### src/rtl/cpu_pipe_pkg.sv
// -----------------------------------------------------------------------------
// cpu_pipe_pkg
//   Shared definitions for the CPU pipeline stage registers.
//   - XLEN_DEF / ALU_W_DEF / OPC_W_DEF / RD_W_DEF : default field widths
//   - RD_ZERO        : index of the hard-wired zero register (x0)
//   - idex_payload_t : decode->execute payload at the default widths
// -----------------------------------------------------------------------------
package cpu_pipe_pkg;

    localparam int XLEN_DEF  = 64;
    localparam int ALU_W_DEF = 10;
    localparam int OPC_W_DEF = 2;
    localparam int RD_W_DEF  = 5;

    localparam logic [RD_W_DEF-1:0] RD_ZERO = '0;

    typedef struct packed {
        logic [XLEN_DEF-1:0]  pc;
        logic [XLEN_DEF-1:0]  imm;
        logic [XLEN_DEF-1:0]  rs1;
        logic [XLEN_DEF-1:0]  rs2;
        logic [ALU_W_DEF-1:0] alu_info;
        logic [OPC_W_DEF-1:0] opcode_info;
        logic [RD_W_DEF-1:0]  rd;
        logic                 reg_wen;
    } idex_payload_t;

endpackage

### src/rtl/pipe_payload_slot.sv
// -----------------------------------------------------------------------------
// pipe_payload_slot
//   One payload storage entry of a pipeline register: loads d when load=1,
//   otherwise holds. Cleared to zero by the asynchronous reset.
//   Ports:
//     clk  - clock, rising edge
//     rst  - asynchronous, active-high reset
//     load - capture enable
//     d    - payload to capture (W bits)
//     q    - stored payload (W bits)
// -----------------------------------------------------------------------------
module pipe_payload_slot #(
    parameter int W = 8
) (
    input  logic         clk,
    input  logic         rst,
    input  logic         load,
    input  logic [W-1:0] d,
    output logic [W-1:0] q
);

    always_ff @(posedge clk or posedge rst) begin
        if (rst) begin
            q <= '0;
        end else if (load) begin
            q <= d;
        end
    end

endmodule

### src/rtl/id_ex_pipe_reg.sv
// -----------------------------------------------------------------------------
// id_ex_pipe_reg
//   Decode -> execute pipeline register with valid/ready handshake on both
//   sides, hazard stall, branch flush (flush beats stall and accept), and
//   write-enable qualification (writes to x0 are never marked enabled).
//
//   Optional build macro ID_EX_SKID_BUF_EN:
//     defined   - adds a second (skid) entry so that in_ready is a registered
//                 signal with no path from out_ready; entries leave in FIFO
//                 order and flush clears both.
//     undefined - single entry, in_ready derived combinationally from
//                 out_ready.
//
//   Ports:
//     clk, rst                  - clock (rising edge), async active-high reset
//     in_valid / in_ready       - upstream handshake from decode
//     in_pc, in_imm,
//     in_rs1_data, in_rs2_data  - XLEN-bit payload fields
//     in_alu_info, in_opcode_info, in_rd, in_reg_wen - control payload
//     stall                     - hazard hold, blocks accept
//     flush                     - kills held and incoming instructions
//     out_valid / out_ready     - downstream handshake to execute
//     out_*                     - registered payload, out_reg_wen qualified
// -----------------------------------------------------------------------------
module id_ex_pipe_reg
    import cpu_pipe_pkg::*;
#(
    parameter int XLEN  = XLEN_DEF,
    parameter int ALU_W = ALU_W_DEF,
    parameter int OPC_W = OPC_W_DEF,
    parameter int RD_W  = RD_W_DEF
) (
    input  logic             clk,
    input  logic             rst,
    input  logic             in_valid,
    output logic             in_ready,
    input  logic [XLEN-1:0]  in_pc,
    input  logic [XLEN-1:0]  in_imm,
    input  logic [XLEN-1:0]  in_rs1_data,
    input  logic [XLEN-1:0]  in_rs2_data,
    input  logic [ALU_W-1:0] in_alu_info,
    input  logic [OPC_W-1:0] in_opcode_info,
    input  logic [RD_W-1:0]  in_rd,
    input  logic             in_reg_wen,
    input  logic             stall,
    input  logic             flush,
    output logic             out_valid,
    input  logic             out_ready,
    output logic [XLEN-1:0]  out_pc,
    output logic [XLEN-1:0]  out_imm,
    output logic [XLEN-1:0]  out_rs1_data,
    output logic [XLEN-1:0]  out_rs2_data,
    output logic [ALU_W-1:0] out_alu_info,
    output logic [OPC_W-1:0] out_opcode_info,
    output logic [RD_W-1:0]  out_rd,
    output logic             out_reg_wen
);

    // Payload at this instance's widths (the package type fixes the defaults).
    typedef struct packed {
        logic [XLEN-1:0]  pc;
        logic [XLEN-1:0]  imm;
        logic [XLEN-1:0]  rs1;
        logic [XLEN-1:0]  rs2;
        logic [ALU_W-1:0] alu_info;
        logic [OPC_W-1:0] opcode_info;
        logic [RD_W-1:0]  rd;
        logic             reg_wen;
    } payload_t;

    localparam int PAY_W = $bits(payload_t);

    // Write enable is qualified once, at capture, so x0 can never be written.
    function automatic logic qual_wen(input logic wen, input logic [RD_W-1:0] rd);
        return wen & (rd != RD_W'(RD_ZERO));
    endfunction

    payload_t in_pay;
    payload_t pay_p1;
    payload_t flushed_p1;
    payload_t main_d;
    logic     main_load;
    logic     vld_p1;
    logic     accept;
    logic     main_free;

    // ---- stage p0: incoming payload and handshake ----
    assign in_pay = '{
        pc:          in_pc,
        imm:         in_imm,
        rs1:         in_rs1_data,
        rs2:         in_rs2_data,
        alu_info:    in_alu_info,
        opcode_info: in_opcode_info,
        rd:          in_rd,
        reg_wen:     qual_wen(in_reg_wen, in_rd)
    };

    // On flush the main entry is reloaded with itself minus the write enable,
    // so other fields stay put while the killed slot can never write back.
    always_comb begin
        flushed_p1         = pay_p1;
        flushed_p1.reg_wen = 1'b0;
    end

    assign main_free = ~vld_p1 | out_ready;
    assign accept    = in_valid & in_ready;

`ifdef ID_EX_SKID_BUF_EN
    payload_t pay_skid;
    logic     skid_vld;
    logic     skid_load;
    logic     ready_q;

    // ready_q mirrors ~skid_vld but is held low during reset.
    assign in_ready = ready_q & ~stall & ~flush;

    always_comb begin
        main_load = 1'b0;
        main_d    = in_pay;
        skid_load = 1'b0;
        if (flush) begin
            main_load = 1'b1;
            main_d    = flushed_p1;
        end else if (main_free && skid_vld) begin
            main_load = 1'b1;
            main_d    = pay_skid;
        end else if (accept && main_free) begin
            main_load = 1'b1;
        end else if (accept) begin
            skid_load = 1'b1;
        end
    end

    // ---- stage p1: main/skid occupancy ----
    always_ff @(posedge clk or posedge rst) begin
        if (rst) begin
            vld_p1   <= 1'b0;
            skid_vld <= 1'b0;
            ready_q  <= 1'b0;
        end else if (flush) begin
            vld_p1   <= 1'b0;
            skid_vld <= 1'b0;
            ready_q  <= 1'b1;
        end else if (main_free) begin
            // A full skid implies in_ready was low, so accept and a skid
            // refill cannot coincide here.
            vld_p1   <= skid_vld | accept;
            skid_vld <= 1'b0;
            ready_q  <= 1'b1;
        end else if (accept) begin
            skid_vld <= 1'b1;
            ready_q  <= 1'b0;
        end
    end

    pipe_payload_slot #(.W(PAY_W)) u_skid_slot (
        .clk  (clk),
        .rst  (rst),
        .load (skid_load),
        .d    (in_pay),
        .q    (pay_skid)
    );
`else
    assign in_ready = ~rst & ~stall & ~flush & main_free;

    always_comb begin
        main_load = flush | accept;
        main_d    = flush ? flushed_p1 : in_pay;
    end

    // ---- stage p1: main occupancy ----
    always_ff @(posedge clk or posedge rst) begin
        if (rst) begin
            vld_p1 <= 1'b0;
        end else if (flush) begin
            vld_p1 <= 1'b0;
        end else if (accept) begin
            vld_p1 <= 1'b1;
        end else if (out_ready) begin
            vld_p1 <= 1'b0;
        end
    end
`endif

    pipe_payload_slot #(.W(PAY_W)) u_main_slot (
        .clk  (clk),
        .rst  (rst),
        .load (main_load),
        .d    (main_d),
        .q    (pay_p1)
    );

    // ---- stage p1 outputs ----
    assign out_valid       = vld_p1;
    assign out_pc          = pay_p1.pc;
    assign out_imm         = pay_p1.imm;
    assign out_rs1_data    = pay_p1.rs1;
    assign out_rs2_data    = pay_p1.rs2;
    assign out_alu_info    = pay_p1.alu_info;
    assign out_opcode_info = pay_p1.opcode_info;
    assign out_rd          = pay_p1.rd;
    assign out_reg_wen     = pay_p1.reg_wen;

endmodule
### config.mk
export PLATFORM = sky130hd
export DESIGN_NAME = id_ex_pipe_reg
export DESIGN_NICKNAME = d
export VERILOG_FILES = /design/src/rtl/cpu_pipe_pkg.sv /design/src/rtl/pipe_payload_slot.sv /design/src/rtl/id_ex_pipe_reg.sv
export SDC_FILE = /design/constraint.sdc
export NUM_CORES = 1
export LEC_CHECK = 0
export ABC_AREA = 1
export CAP_MARGIN = 30
export CORE_AREA = 4 4 216 218
export CTS_CLUSTER_SIZE = 8
export DETAILED_ROUTE_END_ITERATION = 10
export DIE_AREA = 0 0 220 222
export GPL_ROUTABILITY_DRIVEN = 0
export PLACE_DENSITY_LB_ADDON = 0.05
export SYNTH_ARGS = -nofsm -noshare
export SYNTH_HDL_FRONTEND = slang
export SYNTH_HIERARCHICAL = 1
export SYNTH_SLANG_ARGS = --single-unit
### constraint.sdc
create_clock -name clk -period 16.5 [get_ports clk]
set_input_delay 2.475 -clock clk [delete_from_list [all_inputs] [get_ports clk]]
set_output_delay 2.475 -clock clk [all_outputs]
set_load 0.02 [all_outputs]
==> flow_metrics.py <==
metrics = {
    "run_status": {
        "outcome": "finished, final reports clean",
    },
    "synthesis": {
        "syn_area_sq_um": 14100,
        "avgSynthCellArea_sq_um": 6.83,
        "synthMuxAreaShare": 0,
        "synth_cells": 2059,
        "synth_top_area_share": 0.489,
        "synth_seq_cells": 275,
        "synth_top_family_by_area": "simple AND/OR/NAND/NOR gates",
        "synth-xor-area-share": 0,
        "syn-num-nets": 2339,
        "synthAdderAreaFrac": 0,
        "yosys_warnings": 6,
        "synth.distinct_cells": 12,
        "synth_top_cell_by_area": "dfrtp_1",
        "synth-simple-area-share": 0.441,
        "ys_seq_area_frac": 0.489,
        "synth_compound_area_frac": 0.000356,
        "synth.area.top_cells": "dfrtp_1, nand2_1, buf_6",
    },
    "place": {
        "pre_cts_slack_ns": 8.97,
        "io_buffers": 555,
        "dp_hpwl_um": 36400,
    },
    "drt": {
        "vias": 13974,
        "postRouteAntennaNets": 0,
        "dr.pass1.iters": 5,
        "vias_per_cell": 4.43,
        "drt_wl_total_um": 53900,
        "drc": 0,
        "drt_iter0_drc": 1007,
        "wl_per_cell_um": 17.1,
    },
    "timing": {
        "finalCritPeriodShare": 0.433,
        "skew_ns": 0.00897,
        "period_needed_ns": 7.15,
        "setup_slack_ns": 9.35,
        "maxSlewHeadroom": 0.347,
        "clock.fmax_ghz": 0.140,
        "tns_ns": 0,
        "grt_setup_unrepaired": "no",
        "drv_slew": 0,
        "hold_viol": 0,
        "setup_viol": 0,
        "worst_pin_slew_ns": 0.980,
    },
    "clock_network": {
        "post_cts_buffers": 0,
        "cts.clk_slew.worst_paths_ns": 0.05,
        "cts.sinks": 275,
        "ctsResizeCount": 0,
        "clockRootBuffer": "clkbuf_16",
        "cts_max_level": 2,
        "hold_buffers": 0,
        "cts_made_buffers": 40,
        "cts_tree": "done",
        "cts.path.max_buffers": 3,
        "worstSkewPairLatency_ns": 0.53,
    },
    "floorplan": {
        "design.core.area_sq_um": 44900,
        "die_x_um": 220,
        "die_y_um": 222,
        "dieArea_sq_um": 48800,
        "num_rows": 78,
        "ioPinCount": 556,
        "start_util": 0.313,
    },
    "cells_and_area": {
        "area_growth_pct": 47.3,
        "drive_gt1_frac": 0.0243,
        "nets": 2829,
    },
    "pwr": {
        "internal_power_w": 0.00147,
        "power_switching_w": 0.000688,
        "p_comb_frac": 0.278,
        "power_frac_seq": 0.386,
        "swShare": 0.319,
        "power_density_nw_per_um2": 104,
        "p_leak_nw": 10.9,
        "ir_drop_v": 0.0000619,
        "pwr-share-clk": 0.336,
    },
    "critical_path": {
        "reg2reg_depth": 7,
        "cp-end-kind": "output port",
        "required_ns": 14.03,
        "cp-start-kind": "primary input",
        "cp_max_fo": 115,
        "cp.arrival_ns": 4.67,
        "r2r_setup_slack_ns": 13.85,
        "crit_type": "primary input to output port",
    },
    "global_route": {
        "overflow": 0,
        "grt_max_degree": 143,
        "grt_pass1_vias": 13754,
        "grt_pass1_wl_um": 82500,
        "track_usage": 0.214,
        "antenna_found_initial": 14,
    },
    "worst_hold_path": {
        "whs_path_depth": 2,
        "min_path_type": "flop to flop",
    },
    "job": {
        "drv_cap": 0,
    },
}
==> final cells by class <==
class	count	area, sq um
Inverter	9	56.3
Sequential cell	275	6880
Timing Repair Buffer	570	5750
Antenna cell	7	17.5
Tap cell	600	751
Fill cell	4531	24200
Multi-Input combinational cell	1653	6220
Clock buffer	41	1030
Clock inverter	1	7.51
==> layer usage <==
metal  up-vias  share of wire  GRT usage
li1       7077              -          -
met1      6390           0.40      0.262
met2       419           0.49      0.356
met3        78          0.083     0.0695
met4        10          0.026     0.0701
met5         -         0.0011          0
==> Yosys cell counts, drive strengths merged <==
library cell / count
nand3: 2
buf: 120
o21ai: 1
nor2: 5
dfrtp: 275
inv: 9
nand2: 1644
clkbuf: 2
nand4: 1
==> state kept, by name, indices dropped and copies added, names as in the netlist <==
register	count
u_main_slot/q	274
out_valid	1
==> layout by cell type (no fill, tap or decap) <==
cell and instances:
nand2_1 1643, clkbuf_8 1, nand3_1 2, o21ai_0 1, dfrtp_1 275, inv_8 3, clkbuf_16 41, inv_1 6
diode_2 7, nand4_1 1, clkinvlp_4 1, buf_16 4, nand2_4 1, buf_4 11, nor2_1 5, clkdlybuf4s50_1 554
==> critical path, cell delays in order <==
cell	delay, ns
clkbuf_8	0.24
buf_16	0.39
buf_4	0.61
nor2_1	0.14
nand2_1	0.09
nor2_1	0.04
clkdlybuf4s50_1	0.53
==> worst paths after layout <==
| kind | startpoint | endpoint |
|---|---|---|
| max | flush | in_ready |
| min | u_main_slot/q[107] | u_main_slot/q[107] |
| max reg2reg | out_valid | u_main_slot/q[55] |
| min reg2reg | u_main_slot/q[107] | u_main_slot/q[107] |
| max in group asynchronous | rst | u_main_slot/q[65] |
| min in group asynchronous | rst | out_valid |
==> cell families after synthesis <==
family | count (synthesis)
buffers and inverters | 131
flip-flops | 275
AO/OA/AOI/OAI | 1
AND/OR/NAND/NOR | 1652
==> power by group through the flow <==
stage | Clock (W) | Combinational (W) | Sequential (W)
finish | 0.000724 | 0.000600 | 0.000832
global route | 0.000778 | 0.000653 | 0.000845
CTS | 0.000751 | 0.000608 | 0.000832
detailed placement | 0 | 0.000606 | 0.000840
global placement | 0 | 0.000602 | 0.000837
floorplan | 0 | 0.000194 | 0.000938
==> stage by stage <==
step | hold WS [ns] | power, W | util | cells | instance area (sq um)
after CTS | 0.489 | 0.00219 | 0.460 | 3148 | 20700
after detailed placement | 0.469 | 0.00145 | 0.437 | 3106 | 19600
final | 0.489 | 0.00216 | 0.461 | 3156 | 20700
after global routing | 0.509 | 0.00228 | 0.461 | 3156 | 20700
after global placement | 0.454 | 0.00144 | 0.435 | 3103 | 19500
after floorplan | 0.577 | 0.00113 | - | 2059 | 14100
(Power assumes the default switching activity.)
